## config.mk

```make
export PLATFORM = sky130hd
export DESIGN_NAME = ysyx_23060111_fetch_unit_flat
export DESIGN_NICKNAME = d
export VERILOG_FILES = /design/src/rtl/ysyx_23060111_fetch_unit_if.sv /design/src/rtl/ysyx_23060111_fetch_unit.sv /design/src/flat_wrapper.sv
export SDC_FILE = /design/constraint.sdc
export NUM_CORES = 1
export LEC_CHECK = 0
export BUFFER_PORTS_ARGS = -buffer_cell sky130_fd_sc_hd__buf_4
export CAP_MARGIN = 0
export CORE_MARGIN = 2
export CORE_UTILIZATION = 42
export CTS_CLUSTER_SIZE = 16
export DETAILED_ROUTE_END_ITERATION = 8
export HOLD_SLACK_MARGIN = 0.05
export PLACE_DENSITY = 0.8
export SYNTH_ARGS = -nofsm -noshare
export SYNTH_HDL_FRONTEND = slang
export SYNTH_SLANG_ARGS = --single-unit
```

## constraint.sdc

```tcl
create_clock -name clk -period 2 [get_ports clk]
set_input_delay 0.4 -clock clk [delete_from_list [all_inputs] [get_ports clk]]
set_output_delay 0.4 -clock clk [all_outputs]
set_load 0.005 [all_outputs]
```

## src/rtl/ysyx_23060111_fetch_unit_if.sv

```systemverilog
// Fetch-unit port bundle. It carries the PC request from the PC register, the
// instruction-memory request/response and the instruction handoff to IDU.
// The master modport is the fetch unit. The slave modport is its environment.
interface ysyx_23060111_fetch_unit_if;
    logic [31:0] pc_in;
    logic        pc_valid;
    logic        fetch_ready;
    logic        flush;

    logic        mem_req;
    logic [31:0] mem_addr;
    logic        mem_gnt;
    logic        mem_rvalid;
    logic [31:0] mem_rdata;
    logic        mem_err;

    logic        inst_valid;
    logic        inst_ready;
    logic [31:0] inst_out;
    logic [31:0] inst_pc;
    logic [1:0]  fault_code;

    modport master (
        input  pc_in, pc_valid, flush,
        input  mem_gnt, mem_rvalid, mem_rdata, mem_err,
        input  inst_ready,
        output fetch_ready, mem_req, mem_addr,
        output inst_valid, inst_out, inst_pc, fault_code
    );

    modport slave (
        output pc_in, pc_valid, flush,
        output mem_gnt, mem_rvalid, mem_rdata, mem_err,
        output inst_ready,
        input  fetch_ready, mem_req, mem_addr,
        input  inst_valid, inst_out, inst_pc, fault_code
    );
endinterface

```

## src/rtl/ysyx_23060111_fetch_unit.sv

```systemverilog
// Multi-cycle instruction fetch stage. The unit takes one PC and issues one word
// read on a req/gnt/rvalid port. It then hands the instruction to IDU with a
// valid/ready handshake.
//
// state | meaning
// IDLE  | ready for a new pc
// REQ   | mem_req held until granted
// WAIT  | granted, waiting for rvalid (timeout counter running)
// OUT   | instruction/fault presented to IDU
// DRAIN | abandoned fetch, swallowing its response (or timing out)
module ysyx_23060111_fetch_unit #(
    parameter int unsigned TIMEOUT    = 255,
    parameter int unsigned TO_W       = 8,
    parameter logic [31:0] FAULT_INST = 32'h00000013
) (
    input logic                        clk,
    input logic                        rst,
    ysyx_23060111_fetch_unit_if.master bus
);

    typedef enum logic [2:0] {
        S_IDLE  = 3'd0,
        S_REQ   = 3'd1,
        S_WAIT  = 3'd2,
        S_OUT   = 3'd3,
        S_DRAIN = 3'd4
    } state_e;

    localparam logic [TO_W-1:0] TO_MAX = TO_W'(TIMEOUT);

    state_e          state_q, state_d;
    logic [31:0]     pc_q, pc_d;
    logic [31:0]     inst_q, inst_d;
    logic [1:0]      fault_q, fault_d;
    logic [TO_W-1:0] cnt_q, cnt_d;
    logic [TO_W-1:0] cnt_inc;
    logic            to_hit;

    // The counter saturates and never wraps back to zero.
    assign cnt_inc = (cnt_q == TO_MAX) ? cnt_q : cnt_q + TO_W'(1);
    assign to_hit  = (cnt_inc == TO_MAX);

    // State and datapath registers with synchronous reset.
    always_ff @(posedge clk) begin
        if (rst) begin
            state_q <= S_IDLE;
            pc_q    <= '0;
            inst_q  <= '0;
            fault_q <= '0;
            cnt_q   <= '0;
        end else begin
            state_q <= state_d;
            pc_q    <= pc_d;
            inst_q  <= inst_d;
            fault_q <= fault_d;
            cnt_q   <= cnt_d;
        end
    end

    // Next-state logic. Flush is evaluated before every other event.
    always_comb begin
        state_d = state_q;
        case (state_q)
            S_IDLE: begin
                if (!bus.flush && bus.pc_valid)
                    state_d = (bus.pc_in[1:0] != 2'b00) ? S_OUT : S_REQ;
            end
            S_REQ: begin
                if (bus.flush)
                    state_d = bus.mem_gnt ? S_DRAIN : S_IDLE;
                else if (bus.mem_gnt)
                    state_d = S_WAIT;
            end
            S_WAIT: begin
                // If the response lands in the same cycle as the flush, it is
                // discarded here. No stale response then remains to drain.
                if (bus.flush)
                    state_d = bus.mem_rvalid ? S_IDLE : S_DRAIN;
                else if (bus.mem_rvalid || to_hit)
                    state_d = S_OUT;
            end
            S_OUT: begin
                if (bus.flush || bus.inst_ready)
                    state_d = S_IDLE;
            end
            S_DRAIN: begin
                if (bus.mem_rvalid || to_hit)
                    state_d = S_IDLE;
            end
            default: state_d = S_IDLE;
        endcase
    end

    // Datapath updates: latch pc, capture data or fault, run the timeout counter.
    always_comb begin
        pc_d    = pc_q;
        inst_d  = inst_q;
        fault_d = fault_q;
        cnt_d   = cnt_q;
        case (state_q)
            S_IDLE: begin
                if (!bus.flush && bus.pc_valid) begin
                    pc_d  = bus.pc_in;
                    cnt_d = '0;
                    if (bus.pc_in[1:0] != 2'b00) begin
                        fault_d = 2'b01;
                        inst_d  = FAULT_INST;
                    end else begin
                        fault_d = 2'b00;
                    end
                end
            end
            S_REQ: begin
                if (bus.mem_gnt)
                    cnt_d = '0;
            end
            S_WAIT: begin
                cnt_d = cnt_inc;
                if (!bus.flush) begin
                    if (bus.mem_rvalid) begin
                        if (bus.mem_err) begin
                            fault_d = 2'b10;
                            inst_d  = FAULT_INST;
                        end else begin
                            fault_d = 2'b00;
                            inst_d  = bus.mem_rdata;
                        end
                    end else if (to_hit) begin
                        fault_d = 2'b11;
                        inst_d  = FAULT_INST;
                    end
                end
            end
            S_DRAIN: cnt_d = cnt_inc;
            default: ;
        endcase
    end

    // Outputs are either decoded from the state or taken directly from registers.
    always_comb begin
        bus.fetch_ready = (state_q == S_IDLE);
        bus.mem_req     = (state_q == S_REQ);
        bus.inst_valid  = (state_q == S_OUT);
        bus.mem_addr    = pc_q;
        bus.inst_pc     = pc_q;
        bus.inst_out    = inst_q;
        bus.fault_code  = fault_q;
    end

endmodule
```

## src/flat_wrapper.sv

```systemverilog
// flat-port wrapper written by rule: the top's interface ports become plain ports
module ysyx_23060111_fetch_unit_flat 
#(
    parameter int unsigned TIMEOUT    = 255,
    parameter int unsigned TO_W       = 8,
    parameter logic [31:0] FAULT_INST = 32'h00000013
)
  (clk, rst, bus_pc_in, bus_pc_valid, bus_flush, bus_mem_gnt, bus_mem_rvalid, bus_mem_rdata, bus_mem_err, bus_inst_ready, bus_fetch_ready, bus_mem_req, bus_mem_addr, bus_inst_valid, bus_inst_out, bus_inst_pc, bus_fault_code);
  ysyx_23060111_fetch_unit_if bus_i ();
  input logic clk;
  input logic rst;
  input wire logic [$bits(bus_i.pc_in)-1:0] bus_pc_in;
  input wire logic [$bits(bus_i.pc_valid)-1:0] bus_pc_valid;
  input wire logic [$bits(bus_i.flush)-1:0] bus_flush;
  input wire logic [$bits(bus_i.mem_gnt)-1:0] bus_mem_gnt;
  input wire logic [$bits(bus_i.mem_rvalid)-1:0] bus_mem_rvalid;
  input wire logic [$bits(bus_i.mem_rdata)-1:0] bus_mem_rdata;
  input wire logic [$bits(bus_i.mem_err)-1:0] bus_mem_err;
  input wire logic [$bits(bus_i.inst_ready)-1:0] bus_inst_ready;
  output wire logic [$bits(bus_i.fetch_ready)-1:0] bus_fetch_ready;
  output wire logic [$bits(bus_i.mem_req)-1:0] bus_mem_req;
  output wire logic [$bits(bus_i.mem_addr)-1:0] bus_mem_addr;
  output wire logic [$bits(bus_i.inst_valid)-1:0] bus_inst_valid;
  output wire logic [$bits(bus_i.inst_out)-1:0] bus_inst_out;
  output wire logic [$bits(bus_i.inst_pc)-1:0] bus_inst_pc;
  output wire logic [$bits(bus_i.fault_code)-1:0] bus_fault_code;
  assign bus_i.pc_in = bus_pc_in;
  assign bus_i.pc_valid = bus_pc_valid;
  assign bus_i.flush = bus_flush;
  assign bus_i.mem_gnt = bus_mem_gnt;
  assign bus_i.mem_rvalid = bus_mem_rvalid;
  assign bus_i.mem_rdata = bus_mem_rdata;
  assign bus_i.mem_err = bus_mem_err;
  assign bus_i.inst_ready = bus_inst_ready;
  assign bus_fetch_ready = bus_i.fetch_ready;
  assign bus_mem_req = bus_i.mem_req;
  assign bus_mem_addr = bus_i.mem_addr;
  assign bus_inst_valid = bus_i.inst_valid;
  assign bus_inst_out = bus_i.inst_out;
  assign bus_inst_pc = bus_i.inst_pc;
  assign bus_fault_code = bus_i.fault_code;
  ysyx_23060111_fetch_unit #(.TIMEOUT(TIMEOUT), .TO_W(TO_W), .FAULT_INST(FAULT_INST)) u_core (.clk(clk), .rst(rst), .bus(bus_i));
endmodule
```

==> results.md, run 1 <==
* Status: completed
* Tcrit/Tclk final at 96.9%
* Area of the multi-input gates at approximately 0.0017 mm^2
* Num CTS Buffers at 9
* Htree depth at 3
* DRC viols at 0
* First-pass GRT wire length at 15600 um
* Commonest non-fill, non-tap cell in the layout: buf_4
* Fin cells at 708
* Reg area at around 0.0015 mm^2
* Final hold slack at 0.287 ns
* Commonest non-fill, non-tap cells in the layout: buf_4, nand2_1, dfxtp_1, a21oi_1, mux2i_1
* Worst-Skew Late Latency at 0.35 ns
* Antenna Cells at 0
* Worst r2r dst: u_core.bus.inst_out[9]
* Post-synthesis sequential area ratio at 42.1%
* EDFF count, synth at 0
* Crit. End Element: flip-flop
* Mapped Avg Cell Area at 8.14 um^2
* Main area contributors after synthesis: dfxtp_1, nand2_1, mux2i_1
* Crit Reg-Reg Startpoint: u_core.cnt_q[0]
* GPL Wtd Cong at roughly 0.92
* Worst Tran Pin Value at 0.461 ns
* Critical Path AT at 2.15 ns
* Post-route cell area at a little over 0.005 mm^2
* Placed cell count at 692
* Total number of clock tree sinks at just under 80
* Share of layout cells above drive strength 1 at 37.7%
* Io pins at 173
* Fillers at 722
* Total power at 4.68 mW
* CTS Buffer Depth at 2
* Num rows at 34
* Synthesized net count at around 520
* Cell accounting for the most synthesized area: dfxtp_1
* Final setup viols at 0
* Clock Tree Root: clkbuf_8
* Worst Hold Class: input port to flip-flop
* Vias in the first global route at 3406
* P_leak at 2.36 nW
* Final net count at 669
* Worst Hold Path Cells at 3
* Slew headroom at 69.2%
* Worst R2R Path Depth at 7
* Initial antenna violation count at 0
* Power Density at about 910 mW/mm^2
* Routed WL at just under 10000 um
* Synthesized area at 0.00366 mm^2
* Fin. Hold Viols at 0
* Flops & latches, synth at 77
* Pins Over Slew Limit at 0
* Top_reg_cell synth: dfxtp_1
* Clk_skew at 0.0176 ns
* Total global routing overflow at 0
* Hold path startpoint: bus_pc_in[4]
* Vias per cell at about 5.1
* Pin count of the biggest net entering global routing at 40
* Core region area at 0.00859 mm^2
* Die Footprint at 0.00948 mm^2
* CP Launch Type: flip-flop
* DR iter-0 viols at ~120
* Peak Freq at 516 MHz
* Drt first pass iters at 4
* Cell count after synthesis at 450
* Wire length per cell at 13.7 um
* Post-synth top area share at 42.1%
* Dpl cell area at 0.00493 mm^2
* TritonCTS clock tree: built
* Chip Height at 97.4 um
* CP Max Fanout at 32
* Layout area overhead at 40.0%
* Synth async-reset ratio at 0%
* Post-DP HPWL at 7190 um
* CP Data Required Time at 2.22 ns
* Ys Warns at 0
* Post-route ant nets at 0
* I/O Buffers at 172
* Vias at ~3600
* Die width at 97.4 um
* Max-Cap Viols at 0
* Min Clock Period, post-route at 1.94 ns
* CP Class: flip-flop to flip-flop
* Clk slew on worst S/H paths at 0.09 ns
* Highest ir drop seen on vdd at 0.405 mV
* RSZ-0062 raised after global routing: true
* Initial core utilization at 42.6%
* Hold endpoint: u_core.bus.inst_pc[4]
* Global-route usage over all layers at between 10% and 20%
* Synth cell types at 50
* Worst reg2reg setup slack at around 0.063 ns
* Hold buffers post-CTS at 0
## cell usage after synthesis (2+ instances only)
| library cell | n |
|---|---|
| xnor2_1 | 2 |
| buf_2 | 5 |
| nor3b_1 | 3 |
| o21a_1 | 2 |
| nor3_1 | 11 |
| clkbuf_1 | 21 |
| and3_1 | 3 |
| mux2i_1 | 34 |
| mux2_2 | 2 |
| o2111a_1 | 2 |
| nand3_1 | 10 |
| o21ai_0 | 11 |
| buf_6 | 3 |
| nor2b_1 | 4 |
| o211ai_1 | 2 |
| inv_1 | 3 |
| a21oi_1 | 47 |
| nor2_1 | 6 |
| a21oi_2 | 2 |
| dfxtp_1 | 77 |
| nand2_1 | 139 |
| buf_4 | 33 |
## cells by family after synthesis
family,Yosys count,synth area share (%)
AOI/OAI and AO/OA,81,14.1
buffers and inverters,67,11.0
muxes,37,10.2
and+or+nand+nor,185,21.7
xor gates and xnor gates,2,0.479
adders and majority gates,1,0.342
DFF,77,42.1
## state kept, by name, summed over array words and instances, names as in the netlist
register	flops
u_core.cnt_q	8
u_core.bus.fault_code	2
u_core.bus.inst_pc	32
u_core.bus.inst_out	32
u_core.state_q	3
## worst max-delay path, cell delays in order (launching register included)
cell      delay (ns)
dfxtp_2         0.36
ha_4            0.17
and4_4          0.27
o2bb2a_4        0.17
a211oi_4        0.38
a21oi_4         0.10
buf_12          0.20
mux2i_1         0.15
## area by class of cell
class | count | share of cell area [%]
Clock inverter | 6 | 0.781
Multi-Input combinational cell | 306 | 34.0
Tap cell | 108 | 2.64
Clock buffer | 9 | 2.42
Timing Repair Buffer | 198 | 29.7
Sequential cell | 77 | 30.1
Inverter | 4 | 0.293
## report_power, final
part | internal (mW) | switching [mW] | total [mW]
logic | 0.956 | 0.909 | 1.87
registers | 1.68 | 0.118 | 1.80
clock network | 0.443 | 0.569 | 1.01
## through the flow
| step | setup slack [ns] | utilization, % | setup TNS, ns |
|---|---|---|---|
| 2_1_floorplan | 0.00136 | - | 0 |
| 6_report | 0.0628 | 59.6 | 0 |
| 3_3_place_gp | 0.0321 | 57.4 | 0 |
| 5_1_grt | -0.00759 | 59.6 | -0.00784 |
| 4_1_cts | 0.0156 | 59.4 | 0 |
| 3_5_place_dp | -0.0481 | 57.4 | -0.916 |
## worst max-delay path by stage
stage | end | startpoint | cells after the start | slack (ns)
floorplan | u_core.bus.inst_out[0] | u_core.cnt_q[0] | 8 | 0.001
global placement | u_core.state_q[1] | bus_flush | 6 | 0.03
detailed placement | u_core.bus.inst_out[9] | u_core.cnt_q[0] | 7 | -0.05
CTS | u_core.bus.inst_out[9] | u_core.cnt_q[0] | 7 | 0.02
global route | u_core.state_q[1] | u_core.state_q[1] | 6 | -0.008
finish | u_core.bus.inst_out[9] | u_core.cnt_q[0] | 7 | 0.06
## timing repair
item,in CTS,in global routing
buffers inserted,0,1
pin swaps,1,2
hold endpoints to repair,0,0
setup endpoints to repair,33,34
gates resized for setup,2,5
## routing by layer
layer / global-route usage (%) / vias up / wire [um]
met2: 34.7 / 151 / 4790
met1: 22.6 / 1656 / 3920
met5: 0 / - / 0
li1: - / 1777 / -
met3: 7.05 / 8 / 878
met4: 4.81 / 0 / 82
(Power assumes the default switching activity.)
==> inputs of run 2 (changes only) <==
- SETUP_SLACK_MARGIN: unset -> 0.3
==> results.md, run 2 (same netlist as run 1, synthesis figures left out) <==
* Pint at 3.34 mW (+8.3%)
* Worst R2R Path Depth at 8 (+1)
* Critical Path AT at 2.15 ns (about the same)
* CTS Buffer Depth at 2 (unchanged)
* Drt first pass iters at 4 (unchanged)
* Share of layout cells above drive strength 1 at 41.8% (+4.2 points)
* Crit-path cells: ha_4, nand4bb_1, o2bb2a_4, a211oi_4, a21oi_4, buf_12, buf_16, mux2i_1
* Power Density at 956 mW/mm^2 (+4.7%)
* GPL Wtd Cong at 0.896 (-3.0%)
* Worst Hold Class: input port to flip-flop
* Post-route cell area at 0.00538 mm^2 (+4.9%)
* Io pins at 173 (unchanged)
* Worst Tran Pin Value at 0.454 ns (-0.00682 ns)
* CP Class: flip-flop to flip-flop
* Fillers at 749 (+3.7%)
* Crit. End Element: flip-flop
* Antenna Cells at 0 (unchanged)
* Hold buffers post-CTS at 0 (unchanged)
* Clock Tree Root: clkbuf_8
* DR iter-0 viols at 78 (-34%)
* Net Sw Frac at 35.1% (+0.94 points)
* TritonCTS clock tree: built
* Total number of clock tree sinks at 77 (unchanged)
* Commonest non-fill, non-tap cells in the layout: buf_4, nand2_1, dfxtp_1, a21oi_1, mux2i_1
* Total power at 5.14 mW (+9.9%)
* Die width at 97.4 um (unchanged)
* Clk_skew at 0.0107 ns (-0.00689 ns)
* Highest ir drop seen on vdd at 0.406 mV (about the same)
* CP Launch Type: flip-flop
* Logic pwr share at 42.8% (+2.9 points)
* Final net count at 668 (-0.15%)
* Layout area overhead at 46.9%
* DRC viols at 0 (unchanged)
* Core region area at 0.00859 mm^2 (unchanged)
* Post-route ant nets at 0 (unchanged)
* Max incr delay on CP at 0.37 ns (about the same)
* Slew headroom at 69.6% (+0.47 points)
* Chip Height at 97.4 um (unchanged)
* Num CTS Buffers at 9 (unchanged)
* Post-DP HPWL at 7040 um (-2.0%)
* Final setup viols at 0 (unchanged)
* Routed WL at 10200 um (+5.2%)
* Vias at 3588 (-0.11%)
* Worst-Skew Late Latency at 0.35 ns (about the same)
* Pins Over Slew Limit at 0 (unchanged)
* Min Clock Period, post-route at 1.91 ns (-0.0271 ns)
* Worst Hold Path Cells at 3 (unchanged)
* Crit path max-delay family: compound AO/OA/AOI/OAI gates
* Htree depth at 3 (unchanged)
* Status: completed
* CP Data Required Time at 2.24 ns (+0.02 ns)
* Clock share of power at 21.5% (about the same)
* Fin. Hold Viols at 0 (unchanged)
* Num rows at 34 (unchanged)
* Total global routing overflow at 0 (unchanged)
* Wire length per cell at 14.4 um (+5.2%)
* Max-Cap Viols at 0 (unchanged)
* Setup TNS at 0 ns (unchanged)
* I/O Buffers at 172 (unchanged)
* Crit path buf inv count at 2 (+1)
* Die Footprint at 0.00948 mm^2 (unchanged)
* Switch Pwr at 1.80 mW (+13%)
* Global-route usage over all layers at 21.3% (+1.6 points)
* Initial core utilization at 42.6% (unchanged)
* P_leak at 2.42 nW (+2.8%)
* Pin count of the biggest net entering global routing at 34 (-15%)
* First-pass GRT wire length at 16500 um (+5.7%)
* Vias per cell at 5.07 (-0.11%)
* Vias in the first global route at 3440 (+1.0%)
* Sequential power share at 35.7% (-2.8 points)
* Tcrit/Tclk final at 95.5% (-1.4 points)
* Peak Freq at 524 MHz (+1.4%)
* Final design utilization at 62.6% (+2.9 points)
* CP Max Fanout at 8 (-75%)
* Dpl cell area at 0.00489 mm^2 (-0.86%)
* Commonest non-fill, non-tap cell in the layout: buf_4
* Initial antenna violation count at 0 (unchanged)
* RSZ-0062 raised after global routing: true
* Slowest-stage cell, CP: dfxtp_4
* Stages on the worst setup path at 8 (+1)
* Clk slew on worst S/H paths at 0.09 ns (about the same)
-- run 2: through the flow --
| step | cells | worst slack [ns] | hold slack [ns] |
|---|---|---|---|
| finish | 708 | 0.0900 | 0.282 |
| global route | 708 | 0.0135 | 0.268 |
| CTS | 705 | 0.0948 | 0.269 |
| detailed placement | 683 | -0.0239 | 0.458 |
| global placement | 683 | 0.0356 | 0.445 |
| floorplan | 450 | 0.178 | 0.454 |
-- run 2: final cells by class --
class                      count  area (um^2)  share of cell area [%]
clock inverter                 7         58.8                    1.09
sequential                    77         1560                    29.1
clock buffer                   9          124                    2.30
multi-input combinational    306         1850                    34.4
tap                          108          135                    2.51
inverter                       4         15.0                   0.279
timing repair buffer         197         1630                    30.3
-- run 2: path summary, 6_finish.rpt --
path | from | end | slack (ns)
max | u_core.cnt_q[0] | u_core.bus.inst_out[6] | 0.09
min | bus_pc_in[4] | u_core.bus.inst_pc[4] | 0.28
min reg2reg | u_core.bus.inst_out[25] | u_core.bus.inst_out[25] | 0.47
max reg2reg | u_core.cnt_q[0] | u_core.bus.inst_out[6] | 0.09
-- run 2: worst reg2reg max path: stages, from the launching register on --
cell and delay, ns:
dfxtp_4 0.37, ha_4 0.18, nand4bb_1 0.20, o2bb2a_4 0.23
a211oi_4 0.28, a21oi_4 0.14, buf_12 0.15, buf_16 0.14
mux2i_1 0.11
-- run 2: power groups by stage --
stage                     registers (mW)  logic [mW]  clock network, mW
after floorplan                     1.82        1.13                  0
after global placement              1.84        1.72                  0
after detailed placement            1.85        1.77                  0
after CTS                           1.83        2.02               1.13
after global routing                1.86        2.37               1.20
final                               1.83        2.20               1.10
-- run 2: repair_timing --
item                       4_1_cts  5_1_grt
setup buffers                    3        3
gates cloned                     3        0
pin swaps                        1        5
setup endpoints to repair       41       43
gates resized for setup         20       28
-- run 2: per-layer routing --
metal  share of wire, %  wire (um)  track usage (%)
met5                  0          0                0
met4                3.0        307             10.1
met3                8.3        845             5.76
met2                 50       5050             37.0
met1                 39       3960             24.1
